[src/rtl/fifo_pack_reader.sv]
// fifo_pack_reader: drains a FIFO read port and packs PACK consecutive words into one wide valid/ready word.
// Latency: read strobe -> capture 1 cycle; completed pack register -> m_valid on the following cycle.
// Backpressure: m_ready low holds m_data/m_keep; packing continues up to PACK words, then reads stop.
module fifo_pack_reader #(
  parameter int WIDTH = 8,
  parameter int PACK  = 4
) (
  input  logic                  read_clk,
  input  logic                  rst,
  input  logic                  fifo_empty,
  input  logic [WIDTH-1:0]      fifo_data,
  output logic                  fifo_read_en,
  input  logic                  flush,
  output logic [WIDTH*PACK-1:0] m_data,
  output logic [PACK-1:0]       m_keep,
  output logic                  m_valid,
  input  logic                  m_ready
);

  localparam int            CW   = $clog2(PACK) + 1;
  localparam logic [CW-1:0] FULL = CW'(PACK);

  logic [WIDTH*PACK-1:0] r_pack;
  logic [CW-1:0]         r_fill;
  logic                  r_inflight;
  logic                  r_flush_pending;
  logic [WIDTH*PACK-1:0] r_m_data;
  logic [PACK-1:0]       r_m_keep;
  logic                  r_m_valid;

  logic [CW-1:0]         w_occupied;
  logic                  w_read;
  logic                  w_complete;
  logic                  w_free;
  logic                  w_handoff;
  logic [PACK-1:0]       w_keep;
  logic [WIDTH*PACK-1:0] w_pack_masked;

  // Read gating, hand-off decision, and the lane mask of the word about to leave
  always_comb begin
    w_occupied    = r_fill + CW'(r_inflight);
    w_read        = !fifo_empty && !r_flush_pending && (w_occupied < FULL);
    w_complete    = (r_fill == FULL) || (r_flush_pending && (r_fill != '0) && !r_inflight);
    w_free        = !r_m_valid || m_ready;
    w_handoff     = w_complete && w_free;
    w_keep        = '0;
    w_pack_masked = '0;
    for (int i = 0; i < PACK; i++) begin
      // Lanes at or beyond the fill count may hold stale words from the previous pack.
      w_keep[i] = (CW'(i) < r_fill);
      if (w_keep[i]) begin
        w_pack_masked[i*WIDTH +: WIDTH] = r_pack[i*WIDTH +: WIDTH];
      end
    end
  end

  // Pack register, fill count, in-flight tracking and flush request
  always_ff @(posedge read_clk or posedge rst) begin
    if (rst) begin
      r_pack          <= '0;
      r_fill          <= '0;
      r_inflight      <= 1'b0;
      r_flush_pending <= 1'b0;
    end else begin
      r_inflight <= w_read;
      // A capture cannot coincide with a hand-off: fill+inflight never exceeds PACK.
      if (w_handoff) begin
        r_fill <= '0;
      end else if (r_inflight) begin
        r_fill <= r_fill + CW'(1);
      end
      for (int i = 0; i < PACK; i++) begin
        if (r_inflight && (r_fill == CW'(i))) begin
          r_pack[i*WIDTH +: WIDTH] <= fifo_data;
        end
      end
      // A flush landing on the hand-off cycle refers to the word already leaving.
      if (w_handoff) begin
        r_flush_pending <= 1'b0;
      end else if (flush && (w_occupied != '0)) begin
        r_flush_pending <= 1'b1;
      end
    end
  end

  // Output register: loads on hand-off, holds while stalled, drops valid on acceptance
  always_ff @(posedge read_clk or posedge rst) begin
    if (rst) begin
      r_m_data  <= '0;
      r_m_keep  <= '0;
      r_m_valid <= 1'b0;
    end else if (w_handoff) begin
      r_m_data  <= w_pack_masked;
      r_m_keep  <= w_keep;
      r_m_valid <= 1'b1;
    end else if (m_ready) begin
      r_m_valid <= 1'b0;
    end
  end

  assign fifo_read_en = w_read;
  assign m_data       = r_m_data;
  assign m_keep       = r_m_keep;
  assign m_valid      = r_m_valid;

endmodule

[config.mk]
export PLATFORM = sky130hd
export DESIGN_NAME = fifo_pack_reader
export DESIGN_NICKNAME = d
export VERILOG_FILES = /design/src/rtl/fifo_pack_reader.sv
export SDC_FILE = /design/constraint.sdc
export NUM_CORES = 1
export LEC_CHECK = 0
export CAP_MARGIN = 20
export CORE_ASPECT_RATIO = 1.5
export CORE_MARGIN = 2
export CORE_UTILIZATION = 57
export CTS_CLUSTER_SIZE = 28
export DETAILED_ROUTE_END_ITERATION = 10
export GPL_ROUTABILITY_DRIVEN = 0
export GPL_TIMING_DRIVEN = 0
export PLACE_DENSITY = 0.84
export REMOVE_ABC_BUFFERS = 1
export SLEW_MARGIN = 25
export SYNTH_ARGS = -nofsm -noshare
export SYNTH_HDL_FRONTEND = slang
export SYNTH_SLANG_ARGS = --single-unit
[constraint.sdc]
create_clock -name read_clk -period 4.1 [get_ports read_clk]
set_input_delay 1.23 -clock read_clk [delete_from_list [all_inputs] [get_ports read_clk]]
set_output_delay 1.23 -clock read_clk [all_outputs]
set_load 0.1 [all_outputs]
# --- Yosys cells after proc, flatten, opt, wreduce, memory -nomap -nowiden ---
# Cells that the tools add are included.
op_classes:
  n_addsub: 2
  order_cmp: 5
  eq_ne: 4
  n_mux: 10
  reduce_logical: 22
ops:
  columns: ["operator", "n"]
  rows:
  - ["$mux 8", 4]
  - ["$logic_and 1x1->1", 10]
  - ["$eq 3x2->1 const B", 2]
  - ["$lt 1x3->1 const A", 2]
  - ["$lt 2x3->1 const A", 2]
  - ["$mux 3", 2]
  - ["$reduce_bool 2->1", 3]
  - ["$reduce_bool 3->1", 2]
  - ["$logic_not 1->1", 4]
  - ["$mux 1", 4]
  - ["$add 3x1->3", 1]
  - ["$add 3x1->3 const B", 1]
  - ["$eq 3x1->1 const B", 1]
  - ["$eq 3x3->1 const B", 1]
  - ["$logic_not 3->1", 1]
  - ["$lt 3x3->1 const B", 1]
  - ["$logic_or 1x1->1", 2]
word_totals:
  ff_bits: 74
  in_bits: 13
  output_inout_bits: 38
  word_cells: 53

# --- Depth between registers and ports, before layout ---
depth:
  word_depth: 6
  mapped_depth: 6
  mapped_depth_nobuf: 5

# --- Worst setup path before layout ---
# OpenSTA, ideal clock, no wires.
synth_timing:
  path_kind: "input port to output port"
  start: "input fifo_empty"
  end: "output fifo_read_en"
  t_arrival_ns: 3.333
  t_required_ns: 2.870
  slack_ns: -0.463
  path_stages: 1
  path_buffers: 0
  path_cell_list: "nor3_1"
synth_via:
  elab_chain_len: 3
synth_rtl:
  columns: ["item", "line", "text"]
  rows:
  - ["start, declared", "10", "input logic fifo_empty,"]
  - ["$logic_not 1->1", "42", "w_read = !fifo_empty && !r_flush_pending && (w_occupied < FULL);"]
  - ["$logic_and 1x1->1 (2 in series)", "42", null]
  - ["end, declared", "12", "output logic fifo_read_en,"]
# No other way between the ends.

# --- Worst setup path in the final report ---
# Ends and elaborated chain as after synthesis.

==> results_dict.tcl <==
set metrics [dict create \
    run_status "complete, no violations" \
    initial_core_util_pct 59.8 \
    place.detailed.hpwl_mm 3.96 \
    asyncSetResetFlopFracSynth_pct 100 \
    fin_ws_ps 141 \
    dieWidth_um 64.3 \
    flow.area_growth_from_synthesis_pct 25.7 \
    coreArea_mm2 0.00520 \
    min_period_over_period_pct 96.6 \
    synth.ff_latch_count 74 \
    worst-endpoint-required_ps 2870 \
    synth_cell_types 25 \
    ant_nets 0 \
    critical-path-slowest-cell "sky130_fd_sc_hd__dlygate4sd2_1" \
    worstSetupPathType "input port to output port" \
    instances_no_fill 377 \
    drc 0 \
    area_contributors_post_synth "sky130_fd_sc_hd__dfrtp_1 (60%), sky130_fd_sc_hd__mux2_2 (12%), sky130_fd_sc_hd__mux2i_1 (11%)" \
    multiInputGateArea_mm2 0.00107 \
    port-buffer-count 50 \
    syn-cell-area_mm2 0.00311 \
    finalHoldViolCount 0 \
    drt_wl_total_mm 5.58 \
    antenna_found_initial 0 \
    initialDrtViolationCount 61 \
    worst_setup_hold_path_clk_slew_ps 70 \
    design.portCount 51 \
    die_h_um 94.5 \
    post_synth_most_frequent_cells "sky130_fd_sc_hd__dfrtp_1 (74), sky130_fd_sc_hd__nand2_1 (36), sky130_fd_sc_hd__inv_1 (35)" \
    cts_setup_buffers 0 \
    clk_path_buf_depth 2 \
    layout.core_utilization_pct 75.1 \
    seq_area_mm2 0.00185 \
    critical_path_buf_inv_count 2 \
    via_count 1920 \
    detail_route.first_pass.iterations 4 \
    timing.clock.skew_ps 12.1 \
    clk-insertion-delay-late_ps 350 \
    insertedDiodeCount 0 \
    grt_remaining_overflow 0 \
    die_area_mm2 0.00608 \
    max_freq_mhz 253 \
    synth_top_area_share_pct 59.5 \
    grt_max_degree 46 \
    slew_headroom_pct 34.1 \
    tightest_slew_ps 986 \
    timing.final.setup_violations 0 \
    pre_cts_ws_ps -158 \
    hold_path.class "register to register" \
    timing.max_cap.violations 0 \
    cp_data_arrival_time_ps 2730 \
    cells_after_synth 249 \
    synth-main-ff-cell "sky130_fd_sc_hd__dfrtp_1" \
    synth_enable_flop_cells 0 \
    cts_sinks 74 \
    track_usage_pct 21.4 \
    number_of_global_route_vias_before_repair 1946 \
    rows 32 \
    mean_instance_size_in_the_synthesized_netlist_um2 12.5 \
    grt_pass1_wl_mm 9.53 \
    netlist.top_cell.by_area "sky130_fd_sc_hd__dfrtp_1" \
    vias_per_cell 5.09 \
    htree_levels 3 \
    cts-buffers-inserted 9 \
    synth_most_common_cell "sky130_fd_sc_hd__dfrtp_1" \
    fillerInstances 367 \
    cts.root.buffer_cell "sky130_fd_sc_hd__clkbuf_8" \
    share_of_cells_above_drive_strength_1_pct 18.4 \
    tns_ps 0 \
    cts_tree "built" \
    nets 322 \
    path_max_fanout 2 \
    ys_warn_count 0 \
    critical_path.top_delay_family "buffers and inverters" \
    synth-seq-area-share_pct 59.5 \
    worstPathCellList "clkdlybuf4s50_1, nor3_1, dlygate4sd2_1" \
    worstSetupEndpointType "output port" \
    holdBufCountCts 0 \
    critical_path.startpoint_type "input port" \
    drv_slew 0 \
    minimum_period_implied_by_the_final_worst_setup_slack_ps 3960 \
    cp_slowest_stage_delay_ps 890 \
    numPlacedInstances 361 \
    wire_per_inst_um 14.8 \
    grt_setup_unrepaired "false" \
]
## sequential cells by signal (all words and copies together) (netlist names)
signal,cells
m_data,32
r_pack,32
m_keep,4
r_fill,3
m_valid,1
r_flush_pending,1
r_inflight,1
## cell families (layout without fill, tap and decap cells)
logic type      count (synthesis)  count (layout)  synth area share (%)
buf+inv                        45             105                  6.07
fa+ha+maj                       5               5                  2.01
mux                            69              69                  23.7
xor+xnor                        3               3                 0.845
flops                          74              74                  59.5
compound gates                  2               2                 0.765
simple gates                   51              51                  7.12
## per-stage QoR
stage	cell area [um^2]	hold slack (ps)
global placement	3640	469
detailed placement	3720	474
floorplan	3050	479
CTS	3910	491
global route	3910	519
finish	3910	487
## layout make-up
cell class / instances / area share, %
repair buffers: 54 / 14.7
clock buffers: 9 / 3.17
multi-input cells: 130 / 27.4
inverters: 35 / 3.42
flip-flops and latches: 74 / 47.3
well taps: 68 / 2.18
clock inverters: 7 / 1.79
## per-layer routing
metal  vias up  part of all wire (%)  GRT usage (%)  wire [um]
met5         -                     0              0          0
met4         0                   2.2           10.6        124
met3         8                   2.9           5.72        162
met2        36                    53           35.4       2970
met1       965                    42           26.0       2320
li1        911                     -              -          -
## path summary, 6_finish.rpt
path,startpoint,end,slack (ps),cells after the start
min in group asynchronous,rst,m_keep[0]$_DFFE_PP0P_,1210,2
min,m_keep[3]$_DFFE_PP0P_,m_keep[3]$_DFFE_PP0P_,490,1
min reg2reg,m_keep[3]$_DFFE_PP0P_,m_keep[3]$_DFFE_PP0P_,490,1
max in group asynchronous,rst,m_data[29]$_DFFE_PP0P_,2340,3
max,fifo_empty,fifo_read_en,140,3
max reg2reg,r_fill[0]$_DFFE_PP0P_,m_data[20]$_DFFE_PP0P_,1730,7
## cell usage in the layout (no fill, tap or decap)
master / netlist / routed
sky130_fd_sc_hd__a21o_1: 1 / 1
sky130_fd_sc_hd__inv_4: 0 / 1
sky130_fd_sc_hd__xor2_1: 2 / 2
sky130_fd_sc_hd__or3b_4: 1 / 1
sky130_fd_sc_hd__nand2_1: 36 / 36
sky130_fd_sc_hd__buf_12: 0 / 1
sky130_fd_sc_hd__a21oi_4: 1 / 1
sky130_fd_sc_hd__nor4_1: 1 / 1
sky130_fd_sc_hd__clkinv_4: 0 / 2
sky130_fd_sc_hd__inv_1: 35 / 34
sky130_fd_sc_hd__ha_1: 5 / 5
sky130_fd_sc_hd__or2_2: 1 / 1
sky130_fd_sc_hd__buf_16: 0 / 1
sky130_fd_sc_hd__dfrtp_1: 74 / 74
sky130_fd_sc_hd__dlygate4sd2_1: 0 / 1
sky130_fd_sc_hd__bufinv_16: 0 / 1
sky130_fd_sc_hd__nand3_1: 1 / 1
sky130_fd_sc_hd__nand3b_1: 1 / 1
sky130_fd_sc_hd__or3_1: 1 / 1
sky130_fd_sc_hd__clkdlybuf4s50_1: 0 / 49
sky130_fd_sc_hd__and3_1: 1 / 1
sky130_fd_sc_hd__xnor2_1: 1 / 1
sky130_fd_sc_hd__nor3_1: 2 / 2
sky130_fd_sc_hd__nor2b_1: 2 / 2
sky130_fd_sc_hd__mux2_2: 33 / 33
sky130_fd_sc_hd__mux2_1: 3 / 3
sky130_fd_sc_hd__clkbuf_8: 0 / 9
sky130_fd_sc_hd__mux2i_1: 33 / 33
sky130_fd_sc_hd__clkinvlp_4: 0 / 1
sky130_fd_sc_hd__buf_8: 0 / 2
sky130_fd_sc_hd__clkinv_2: 0 / 3
sky130_fd_sc_hd__nor2_1: 4 / 4
## timing repair
action                     in CTS  in global routing
setup endpoints to repair       1                  0
hold endpoints to repair        0                  0
resized for setup               1                  0
## worst reg2reg max path: stages (launching register included)
cell	delay, ps
sky130_fd_sc_hd__dfrtp_1	500
sky130_fd_sc_hd__inv_1	110
sky130_fd_sc_hd__ha_1	250
sky130_fd_sc_hd__or3b_4	400
sky130_fd_sc_hd__a21oi_4	400
sky130_fd_sc_hd__buf_8	220
sky130_fd_sc_hd__buf_8	180
sky130_fd_sc_hd__mux2i_1	230
Power is left out: the tool's default activity adds up to more than one toggle a clock period on the data nets, which glitch-free logic cannot reach.
